File: config.mk
export PLATFORM = sky130hd
export DESIGN_NAME = alu_decode_pipe_flat
export DESIGN_NICKNAME = d
export VERILOG_FILES = /design/src/rtl/alu_decode_pipe_if.sv /design/src/rtl/alu_decode_pipe.sv /design/src/flat_wrapper.sv
export SDC_FILE = /design/constraint.sdc
export NUM_CORES = 1
export LEC_CHECK = 0
export CAP_MARGIN = 20
export CELL_PAD_IN_SITES_DETAIL_PLACEMENT = 2
export CELL_PAD_IN_SITES_GLOBAL_PLACEMENT = 2
export CORE_UTILIZATION = 29
export CTS_CLUSTER_DIAMETER = 150
export DETAILED_ROUTE_END_ITERATION = 10
export PLACE_DENSITY_LB_ADDON = 0.1
export REMOVE_ABC_BUFFERS = 1
export SLEW_MARGIN = 20
export SYNTH_ARGS = -nofsm -noshare
export SYNTH_HDL_FRONTEND = slang
export SYNTH_SLANG_ARGS = --single-unit
File: constraint.sdc
create_clock -name clk -period 3.5 [get_ports clk]
set_input_delay 0.525 -clock clk [delete_from_list [all_inputs] [get_ports clk]]
set_output_delay 0.525 -clock clk [all_outputs]
set_load 0.005 [all_outputs]
File: src/rtl/alu_decode_pipe_if.sv
// Decode-group bus between the main decoder (master) and alu_decode_pipe (slave).
// Carries the input group handshake and the output beat handshake.
interface alu_decode_pipe_if #(
  parameter int LANES = 2
);
  logic                 in_valid;
  logic                 in_ready;
  logic [LANES-1:0]     in_lane_valid;
  logic [LANES-1:0]     in_opb5;
  logic [LANES-1:0]     in_opb0;
  logic [LANES-1:0]     in_funct7b5;
  logic [LANES-1:0]     in_funct7b0;
  logic [3*LANES-1:0]   in_funct3;
  logic [2*LANES-1:0]   in_aluop;
  logic                 out_valid;
  logic                 out_ready;
  logic [LANES-1:0]     out_lane_valid;
  logic [5*LANES-1:0]   out_ctrl;
  logic [LANES-1:0]     out_illegal;
  logic [LANES-1:0]     out_muldiv;

  modport master (
    output in_valid, in_lane_valid, in_opb5, in_opb0, in_funct7b5, in_funct7b0,
           in_funct3, in_aluop, out_ready,
    input  in_ready, out_valid, out_lane_valid, out_ctrl, out_illegal, out_muldiv
  );

  modport slave (
    input  in_valid, in_lane_valid, in_opb5, in_opb0, in_funct7b5, in_funct7b0,
           in_funct3, in_aluop, out_ready,
    output in_ready, out_valid, out_lane_valid, out_ctrl, out_illegal, out_muldiv
  );
endinterface

File: src/rtl/alu_decode_pipe.sv
// Multi-lane registered ALU control decoder with RV32M support.
// Groups holding more M-ops than MD_PORTS are split across beats in program order.
module alu_decode_pipe #(
  parameter int LANES    = 2,
  parameter int MD_PORTS = 1
) (
  input  logic             clk,
  input  logic             rst_n,
  alu_decode_pipe_if.slave bus
);

  typedef enum logic {IDLE, SPLIT} state_t;

  state_t                 state, state_next;

  logic [LANES-1:0][4:0]  dec_ctrl;
  logic [LANES-1:0]       dec_illegal, dec_muldiv;

  logic [LANES-1:0][4:0]  res_ctrl;
  logic [LANES-1:0]       res_valid, res_illegal, res_muldiv;

  logic [LANES-1:0][4:0]  src_ctrl;
  logic [LANES-1:0]       src_valid, src_illegal, src_muldiv;

  logic [LANES-1:0]       take, rest, beat;
  logic [LANES-1:0][4:0]  beat_ctrl;
  logic [2:0]             md_seen;
  logic                   cut;
  logic                   out_free, accept;

  logic                   out_valid_q;
  logic [LANES-1:0]       out_lane_valid_q, out_illegal_q, out_muldiv_q;
  logic [LANES-1:0][4:0]  out_ctrl_q;

  always_comb begin
    dec_ctrl    = '0;
    dec_illegal = '0;
    dec_muldiv  = '0;
    for (int i = 0; i < LANES; i++) begin
      case (bus.in_aluop[2*i +: 2])
        2'b00: dec_ctrl[i] = 5'b00000;
        2'b01: dec_ctrl[i] = 5'b00001;
        2'b10: begin
          if (bus.in_opb0[i] && bus.in_funct7b0[i]) begin
            dec_ctrl[i]   = {2'b10, bus.in_funct3[3*i +: 3]};
            dec_muldiv[i] = 1'b1;
          end else begin
            case (bus.in_funct3[3*i +: 3])
              3'b000:  dec_ctrl[i] = (bus.in_opb5[i] && bus.in_funct7b5[i]) ? 5'b00001 : 5'b00000;
              3'b001:  dec_ctrl[i] = 5'b01010;
              3'b010:  dec_ctrl[i] = 5'b00101;
              3'b011:  dec_ctrl[i] = 5'b00110;
              3'b100:  dec_ctrl[i] = 5'b00100;
              3'b101:  dec_ctrl[i] = bus.in_funct7b5[i] ? 5'b01011 : 5'b01100;
              3'b110:  dec_ctrl[i] = 5'b00011;
              default: dec_ctrl[i] = 5'b00010;
            endcase
          end
        end
        default: begin
          case (bus.in_funct3[3*i +: 3])
            3'b000:  dec_ctrl[i]    = 5'b01000;
            3'b001:  dec_ctrl[i]    = 5'b01001;
            default: dec_illegal[i] = 1'b1;
          endcase
        end
      endcase
      // Empty lanes must never look like M-ops or raise illegal.
      if (!bus.in_lane_valid[i]) begin
        dec_ctrl[i]    = 5'b00000;
        dec_illegal[i] = 1'b0;
        dec_muldiv[i]  = 1'b0;
      end
    end
  end

  always_comb begin
    src_valid   = (state == SPLIT) ? res_valid   : bus.in_lane_valid;
    src_ctrl    = (state == SPLIT) ? res_ctrl    : dec_ctrl;
    src_illegal = (state == SPLIT) ? res_illegal : dec_illegal;
    src_muldiv  = (state == SPLIT) ? res_muldiv  : dec_muldiv;
  end

  // Once the lane that would exceed the mul/div ports is reached, it and all younger lanes wait.
  always_comb begin
    take    = '0;
    md_seen = 3'd0;
    cut     = 1'b0;
    for (int i = 0; i < LANES; i++) begin
      if (src_valid[i] && !cut) begin
        if (src_muldiv[i] && (md_seen == 3'(MD_PORTS))) begin
          cut = 1'b1;
        end else begin
          take[i] = 1'b1;
          if (src_muldiv[i]) md_seen = md_seen + 3'd1;
        end
      end
    end
  end

  assign rest     = src_valid & ~take;
  assign out_free = !out_valid_q || bus.out_ready;
  assign accept   = bus.in_valid && bus.in_ready;
  assign beat     = ((state == SPLIT) || accept) ? take : '0;

  always_comb begin
    beat_ctrl = '0;
    for (int i = 0; i < LANES; i++) begin
      beat_ctrl[i] = beat[i] ? src_ctrl[i] : 5'b00000;
    end
  end

  always_ff @(posedge clk or negedge rst_n) begin
    if (!rst_n) state <= IDLE;
    else        state <= state_next;
  end

  always_comb begin
    state_next = state;
    case (state)
      IDLE:    if (accept && (|rest)) state_next = SPLIT;
      SPLIT:   if (out_free && !(|rest)) state_next = IDLE;
      default: state_next = IDLE;
    endcase
  end

  always_ff @(posedge clk or negedge rst_n) begin
    if (!rst_n) begin
      out_valid_q      <= 1'b0;
      out_lane_valid_q <= '0;
      out_ctrl_q       <= '0;
      out_illegal_q    <= '0;
      out_muldiv_q     <= '0;
      res_valid        <= '0;
      res_ctrl         <= '0;
      res_illegal      <= '0;
      res_muldiv       <= '0;
    end else begin
      if (out_free) begin
        out_valid_q      <= |beat;
        out_lane_valid_q <= beat;
        out_ctrl_q       <= beat_ctrl;
        out_illegal_q    <= src_illegal & beat;
        out_muldiv_q     <= src_muldiv & beat;
      end
      if (accept || ((state == SPLIT) && out_free)) begin
        res_valid   <= rest;
        res_ctrl    <= src_ctrl;
        res_illegal <= src_illegal;
        res_muldiv  <= src_muldiv;
      end
    end
  end

  assign bus.in_ready       = (state == IDLE) && out_free;
  assign bus.out_valid      = out_valid_q;
  assign bus.out_lane_valid = out_lane_valid_q;
  assign bus.out_ctrl       = out_ctrl_q;
  assign bus.out_illegal    = out_illegal_q;
  assign bus.out_muldiv     = out_muldiv_q;

endmodule

File: src/flat_wrapper.sv
// flat-port wrapper written by rule: the top's interface ports become plain ports
module alu_decode_pipe_flat 
#(
  parameter int LANES    = 2,
  parameter int MD_PORTS = 1
)
  (clk, rst_n, bus_in_valid, bus_in_lane_valid, bus_in_opb5, bus_in_opb0, bus_in_funct7b5, bus_in_funct7b0, bus_in_funct3, bus_in_aluop, bus_out_ready, bus_in_ready, bus_out_valid, bus_out_lane_valid, bus_out_ctrl, bus_out_illegal, bus_out_muldiv);
  alu_decode_pipe_if #(.LANES(LANES)) bus_i ();
  input  logic clk;
  input  logic rst_n;
  input wire logic [$bits(bus_i.in_valid)-1:0] bus_in_valid;
  input wire logic [$bits(bus_i.in_lane_valid)-1:0] bus_in_lane_valid;
  input wire logic [$bits(bus_i.in_opb5)-1:0] bus_in_opb5;
  input wire logic [$bits(bus_i.in_opb0)-1:0] bus_in_opb0;
  input wire logic [$bits(bus_i.in_funct7b5)-1:0] bus_in_funct7b5;
  input wire logic [$bits(bus_i.in_funct7b0)-1:0] bus_in_funct7b0;
  input wire logic [$bits(bus_i.in_funct3)-1:0] bus_in_funct3;
  input wire logic [$bits(bus_i.in_aluop)-1:0] bus_in_aluop;
  input wire logic [$bits(bus_i.out_ready)-1:0] bus_out_ready;
  output wire logic [$bits(bus_i.in_ready)-1:0] bus_in_ready;
  output wire logic [$bits(bus_i.out_valid)-1:0] bus_out_valid;
  output wire logic [$bits(bus_i.out_lane_valid)-1:0] bus_out_lane_valid;
  output wire logic [$bits(bus_i.out_ctrl)-1:0] bus_out_ctrl;
  output wire logic [$bits(bus_i.out_illegal)-1:0] bus_out_illegal;
  output wire logic [$bits(bus_i.out_muldiv)-1:0] bus_out_muldiv;
  assign bus_i.in_valid = bus_in_valid;
  assign bus_i.in_lane_valid = bus_in_lane_valid;
  assign bus_i.in_opb5 = bus_in_opb5;
  assign bus_i.in_opb0 = bus_in_opb0;
  assign bus_i.in_funct7b5 = bus_in_funct7b5;
  assign bus_i.in_funct7b0 = bus_in_funct7b0;
  assign bus_i.in_funct3 = bus_in_funct3;
  assign bus_i.in_aluop = bus_in_aluop;
  assign bus_i.out_ready = bus_out_ready;
  assign bus_in_ready = bus_i.in_ready;
  assign bus_out_valid = bus_i.out_valid;
  assign bus_out_lane_valid = bus_i.out_lane_valid;
  assign bus_out_ctrl = bus_i.out_ctrl;
  assign bus_out_illegal = bus_i.out_illegal;
  assign bus_out_muldiv = bus_i.out_muldiv;
  alu_decode_pipe #(.LANES(LANES), .MD_PORTS(MD_PORTS)) u_core (.clk(clk), .rst_n(rst_n), .bus(bus_i));
endmodule
# ---- After elaboration in Yosys (flattened, before gate mapping)
# Index checks and enable logic that the tools add are counted.
dict set report totals {
  register_bits 34
  input_bits 24
  word_cells 100
}
dict set report op_classes {
  eq_ne 17
  n_mux 41
  n_bitwise 5
  n_reduce_logical 25
}
# cell count
set op_table {}
lappend op_table {{$pmux 5 s7} 2}
lappend op_table {{$mux 5} 6}
lappend op_table {{$pmux 5 s3} 2}
lappend op_table {{$mux 1} 20}
lappend op_table {{$eq 3x3->1 const B} 6}
lappend op_table {{$pmux 4 s2} 2}
lappend op_table {{$eq 3x2->1 const B} 4}
lappend op_table {{$logic_and 1x1->1} 10}
lappend op_table {{$mux 10} 1}
lappend op_table {{$eq 3x1->1 const B} 3}
lappend op_table {{$mux 3} 3}
lappend op_table {{$mux 2} 4}
lappend op_table {{$reduce_or 2->1} 4}
lappend op_table {{$and 2x2->2} 3}
lappend op_table {{$logic_not 3->1} 2}
lappend op_table {{$reduce_or 3->1} 2}
lappend op_table {{$eq 2x1->1 const B} 2}
lappend op_table {{$eq 2x2->1 const B} 2}
lappend op_table {{$logic_not 2->1} 2}
lappend op_table {{$logic_or 1x1->1} 3}
lappend op_table {{$logic_not 1->1} 2}
lappend op_table {{$not 2->2} 1}
lappend op_table {{$pmux 1 s2} 1}
lappend op_table {{$not 1->1} 1}

# ---- Logic depth before layout (Yosys ltp)
dict set report depth {
  word_depth 18
  mapped_depth 6
}

# ---- Least setup slack after synthesis
# Ideal clock, no wire load.
dict set report synth_timing {
  path_type {input-to-output}
  from {in bus_out_ready}
  to {out bus_in_ready}
  arrival_time_ns 1.129
  setup_slack_ns 1.846
  cell_stages 4
  path_cell_list {nor2b_1 buf_2 buf_2 nor2_1}
}
dict set report synth_between {
  elab_chain_len 2
}
# item line
set synth_rtl {}
lappend synth_rtl {{from (decl)} flat_wrapper.sv:19} ;# input wire logic [$bits(bus_i.out_ready)-1:0] bus_out_ready;
lappend synth_rtl {{$logic_or 1x1->1} alu_decode_pipe.sv:102} ;# assign out_free = !out_valid_q || bus.out_ready;
lappend synth_rtl {{$logic_and 1x1->1} alu_decode_pipe.sv:155} ;# assign bus.in_ready = (state == IDLE) && out_free;
lappend synth_rtl {{to (decl)} flat_wrapper.sv:20} ;# output wire logic [$bits(bus_i.in_ready)-1:0] bus_in_ready;
# No other way between the ends.

# ---- Final worst setup path
# Same ends and word-level chain as after synthesis.

==> summary.json <==
{
  "run_status": "finished, final reports clean",
  "critPathKind": "input port to output pin",
  "worst_ir_drop_vdd_uv": 131,
  "timing.fmax_mhz": 417,
  "synth_sequential_area_ratio_pct": 47.5,
  "worst_slew_margin_rel_pct": 47.1,
  "first_pass_grt_wire_length_mm": 7.13,
  "clk_root_buffer_cell": "sky130_fd_sc_hd__clkbuf_8",
  "area.growth.synth_to_final_pct": 37.3,
  "initial_utilization_pct": 30.1,
  "clkLatencyLatePin_ns": 0.27,
  "timing.final.ws_setup_ns": 1.10,
  "critPathArrivalTime_ns": 1.87,
  "die_width_um": 72.1,
  "residual_antenna_violating_net_count_after_detailed_routing": 0,
  "design.die.area_mm2": 0.00519,
  "cts_max_path_buffers": 2,
  "regArea_um2": 676,
  "timing.final.hold_violations": 0,
  "finalMaxSlewViolations": 0,
  "io-pin-count": 42,
  "final_wl_mm": 4.16,
  "detail_route.iter0.violations": 56,
  "syn_avg_cell_area_um2": 9.07,
  "cp_data_required_time_ns": 2.97,
  "clock_sinks": 27,
  "cells_resized_by_post_cts_repair": 0,
  "finalCritPeriodShare_pct": 68.5,
  "top_library_cells_by_usage_in_the_layout_fill_and_taps_aside": "sky130_fd_sc_hd__clkdlybuf4s50_1 (41), sky130_fd_sc_hd__nand2_1 (28), sky130_fd_sc_hd__dfrtp_1 (27)",
  "finalWeightedCongestion": 0.792,
  "route.detailed.drc": 0,
  "grt_util_met2_pct": 29.4,
  "grt_setup_unrepaired": "false",
  "cap_viol_max_count": 0,
  "timing.critical_path.fanout_max": 21,
  "timing.clock.skew_ns": 0.00543,
  "synthesized_cell_area_mm2": 0.00142,
  "multi_input_area_um2": 716,
  "dieHeight_um": 72.1,
  "power_density_mw_per_mm2": 339,
  "crit_path_end_kind": "output pin",
  "holdCritPathClass": "flip-flop to flip-flop",
  "cp_slowest_stage_delay_ns": 0.51,
  "synth-seq-cells": 27,
  "detailedRoute.firstPassIterationCount": 3,
  "grt.met3_usage_pct": 1.67,
  "regToRegSetupSlack_ns": 1.52,
  "cts_setup_buffers": 0,
  "fill_cells": 530,
  "preCtsSetupSlack_ns": 1.08,
  "globalRoute.totalOverflow": 0,
  "yosysWarnings": 0,
  "crit_path_cell_trace": "clkdlybuf4s50_1 -> nor2b_1 -> buf_4 -> nor2_1 -> clkdlybuf4s50_1",
  "setup_total_negative_slack_ns": 0,
  "fp.coreArea_mm2": 0.00472,
  "port_buffers": 41,
  "power.leakage_nw": 0.853,
  "clock_period_minus_worst_slack_ns": 2.40,
  "antenna_found_initial": 0,
  "num_rows": 25,
  "timing.critical_path.max_delay_family": "buffers and inverters",
  "cpMaxStageDelayCell": "sky130_fd_sc_hd__clkdlybuf4s50_1",
  "worst-path-buf-inv": 3,
  "worst_pin_slew_ns": 0.793,
  "grt_most_used_layer": "met2",
  "average_detailed_routed_wire_length_per_instance_um": 15.7,
  "post_drt_via_cell_ratio": 5.15,
  "num-nets-final": 224,
  "critical_path.most_common_cell": "sky130_fd_sc_hd__clkdlybuf4s50_1",
  "grt_pass1_vias": 1494,
  "synth.lib_cells_used.distinct": 38,
  "dp_hpwl_mm": 3.16,
  "netlist_instances": 157,
  "critPathLaunchType": "input port",
  "worst_setup_hold_path_clk_slew_ns": 0.09,
  "grt_util_met1_pct": 23.3,
  "tritoncts.num_buffers": 3,
  "vias": 1371,
  "groute.usage.overall_pct": 17.6,
  "number_of_antenna_cells_inserted": 0,
  "holdBufCountCts": 0,
  "cts_tree": "done",
  "setup-violations-final": 0,
  "final_common_cell": "sky130_fd_sc_hd__clkdlybuf4s50_1",
  "grt_start_max_net_pins": 28,
  "layout-drive-gt1-share_pct": 7.54,
  "htree_num_levels": 1
}
## cells by family (layout without fill, tap and decap cells)
group           Yosys count  after routing  share of synthesized area (%)
compound gates           60             60                           27.0
flops                    27             27                           47.5
mux                       1              1                          0.791
simple gates             62             62                           22.5
buf+inv                   7             49                           2.28
## synth_stat cells (all sizes together)
| cell type | instances | share of area (%) |
|---|---|---|
| o211ai | 2 | 1.1 |
| mux2 | 1 | 0.79 |
| or3b | 1 | 0.79 |
| a22o | 6 | 3.7 |
| a31oi | 2 | 0.88 |
| a21oi | 17 | 6.5 |
| nand3b | 2 | 1.1 |
| o21a | 1 | 0.53 |
| nor4bb | 1 | 0.70 |
| nor2 | 10 | 3.2 |
| o211a | 1 | 0.70 |
| o21ai | 18 | 6.3 |
| a21o | 5 | 2.6 |
| nand2 | 28 | 7.4 |
| nand4 | 2 | 0.88 |
| or3 | 2 | 0.88 |
| nor3b | 1 | 0.53 |
| nand2b | 2 | 1.1 |
| o21bai | 1 | 0.53 |
| a22oi | 1 | 0.53 |
| a41o | 1 | 0.70 |
| dfrtp | 27 | 47 |
| and4bb | 1 | 0.88 |
| a211oi | 1 | 0.53 |
| nor3 | 3 | 1.1 |
| buf | 5 | 1.8 |
| o311ai | 1 | 0.62 |
| nor2b | 3 | 1.5 |
| a32o | 1 | 0.70 |
| o31ai | 2 | 1.1 |
| and2 | 2 | 0.88 |
| inv | 2 | 0.53 |
| nand3 | 4 | 1.8 |
## through the flow
step / total power, mW / utilization [%] / hold slack [ns] / std cells / cell area (µm²)
after floorplan: 0.407 / - / 0.229 / 152 / 1400
after global placement: 0.488 / 40.4 / 0.460 / 262 / 1910
after detailed placement: 0.496 / 40.4 / 0.471 / 262 / 1910
after CTS: 0.674 / 41.4 / 0.497 / 266 / 1950
after global routing: 0.699 / 41.4 / 0.520 / 266 / 1950
final: 0.663 / 41.4 / 0.487 / 266 / 1950
## area by class of cell
type                            count  share of cell area (%)
Tap cell                           67                    4.29
Timing Repair Buffer               43                    21.8
Inverter                            2                   0.384
Sequential cell                    27                    34.6
Multi-Input combinational cell    123                    36.6
Clock buffer                        3                    2.11
Clock inverter                      1                   0.256
## worst paths after layout
check	cells after the start	endpoint	from
max in group asynchronous	2	u_core.bus.out_ctrl[5]	rst_n
min in group asynchronous	2	u_core.bus.out_lane_valid[0]	rst_n
hold / removal	2	u_core.bus.out_ctrl[6]	u_core.bus.out_ctrl[6]
setup reg to reg	4	u_core.bus.out_ctrl[5]	u_core.state
hold reg to reg	2	u_core.bus.out_ctrl[6]	u_core.bus.out_ctrl[6]
setup / recovery	5	bus_in_ready	bus_out_ready
## worst register-to-register path: stages (launching register included)
cell and delay, ns:
sky130_fd_sc_hd__dfrtp_1 0.87, sky130_fd_sc_hd__and4bb_2 0.31, sky130_fd_sc_hd__nand4_1 0.16, sky130_fd_sc_hd__nand3_1 0.26, sky130_fd_sc_hd__o31ai_1 0.29
## metal layers
| metal | wire length, µm | part of all wire, % | up-vias |
|---|---|---|---|
| met2 | 1980 | 47 | 38 |
| met4 | 102 | 2.4 | 0 |
| met3 | 140 | 3.4 | 9 |
| met5 | 0 | 0 | - |
| met1 | 1950 | 47 | 666 |
| li1 | - | - | 658 |
## flip-flops by register name (all words and copies together) (netlist names)
| name | cells |
|---|---|
| u_core.bus.out_valid | 1 |
| u_core.state | 1 |
| u_core.bus.out_ctrl | 10 |
| u_core.bus.out_muldiv | 2 |
| u_core.bus.out_illegal | 2 |
| u_core.res_valid | 1 |
| u_core.res_illegal | 1 |
| u_core.res_muldiv | 1 |
| u_core.res_ctrl | 6 |
| u_core.bus.out_lane_valid | 2 |
## power breakdown
part / switching, mW / internal, mW / total (mW)
clock network: 0.0958 / 0.0798 / 0.176
registers: 0.0164 / 0.328 / 0.344
logic: 0.0741 / 0.0688 / 0.143
Power figures use the tool's default switching activity.
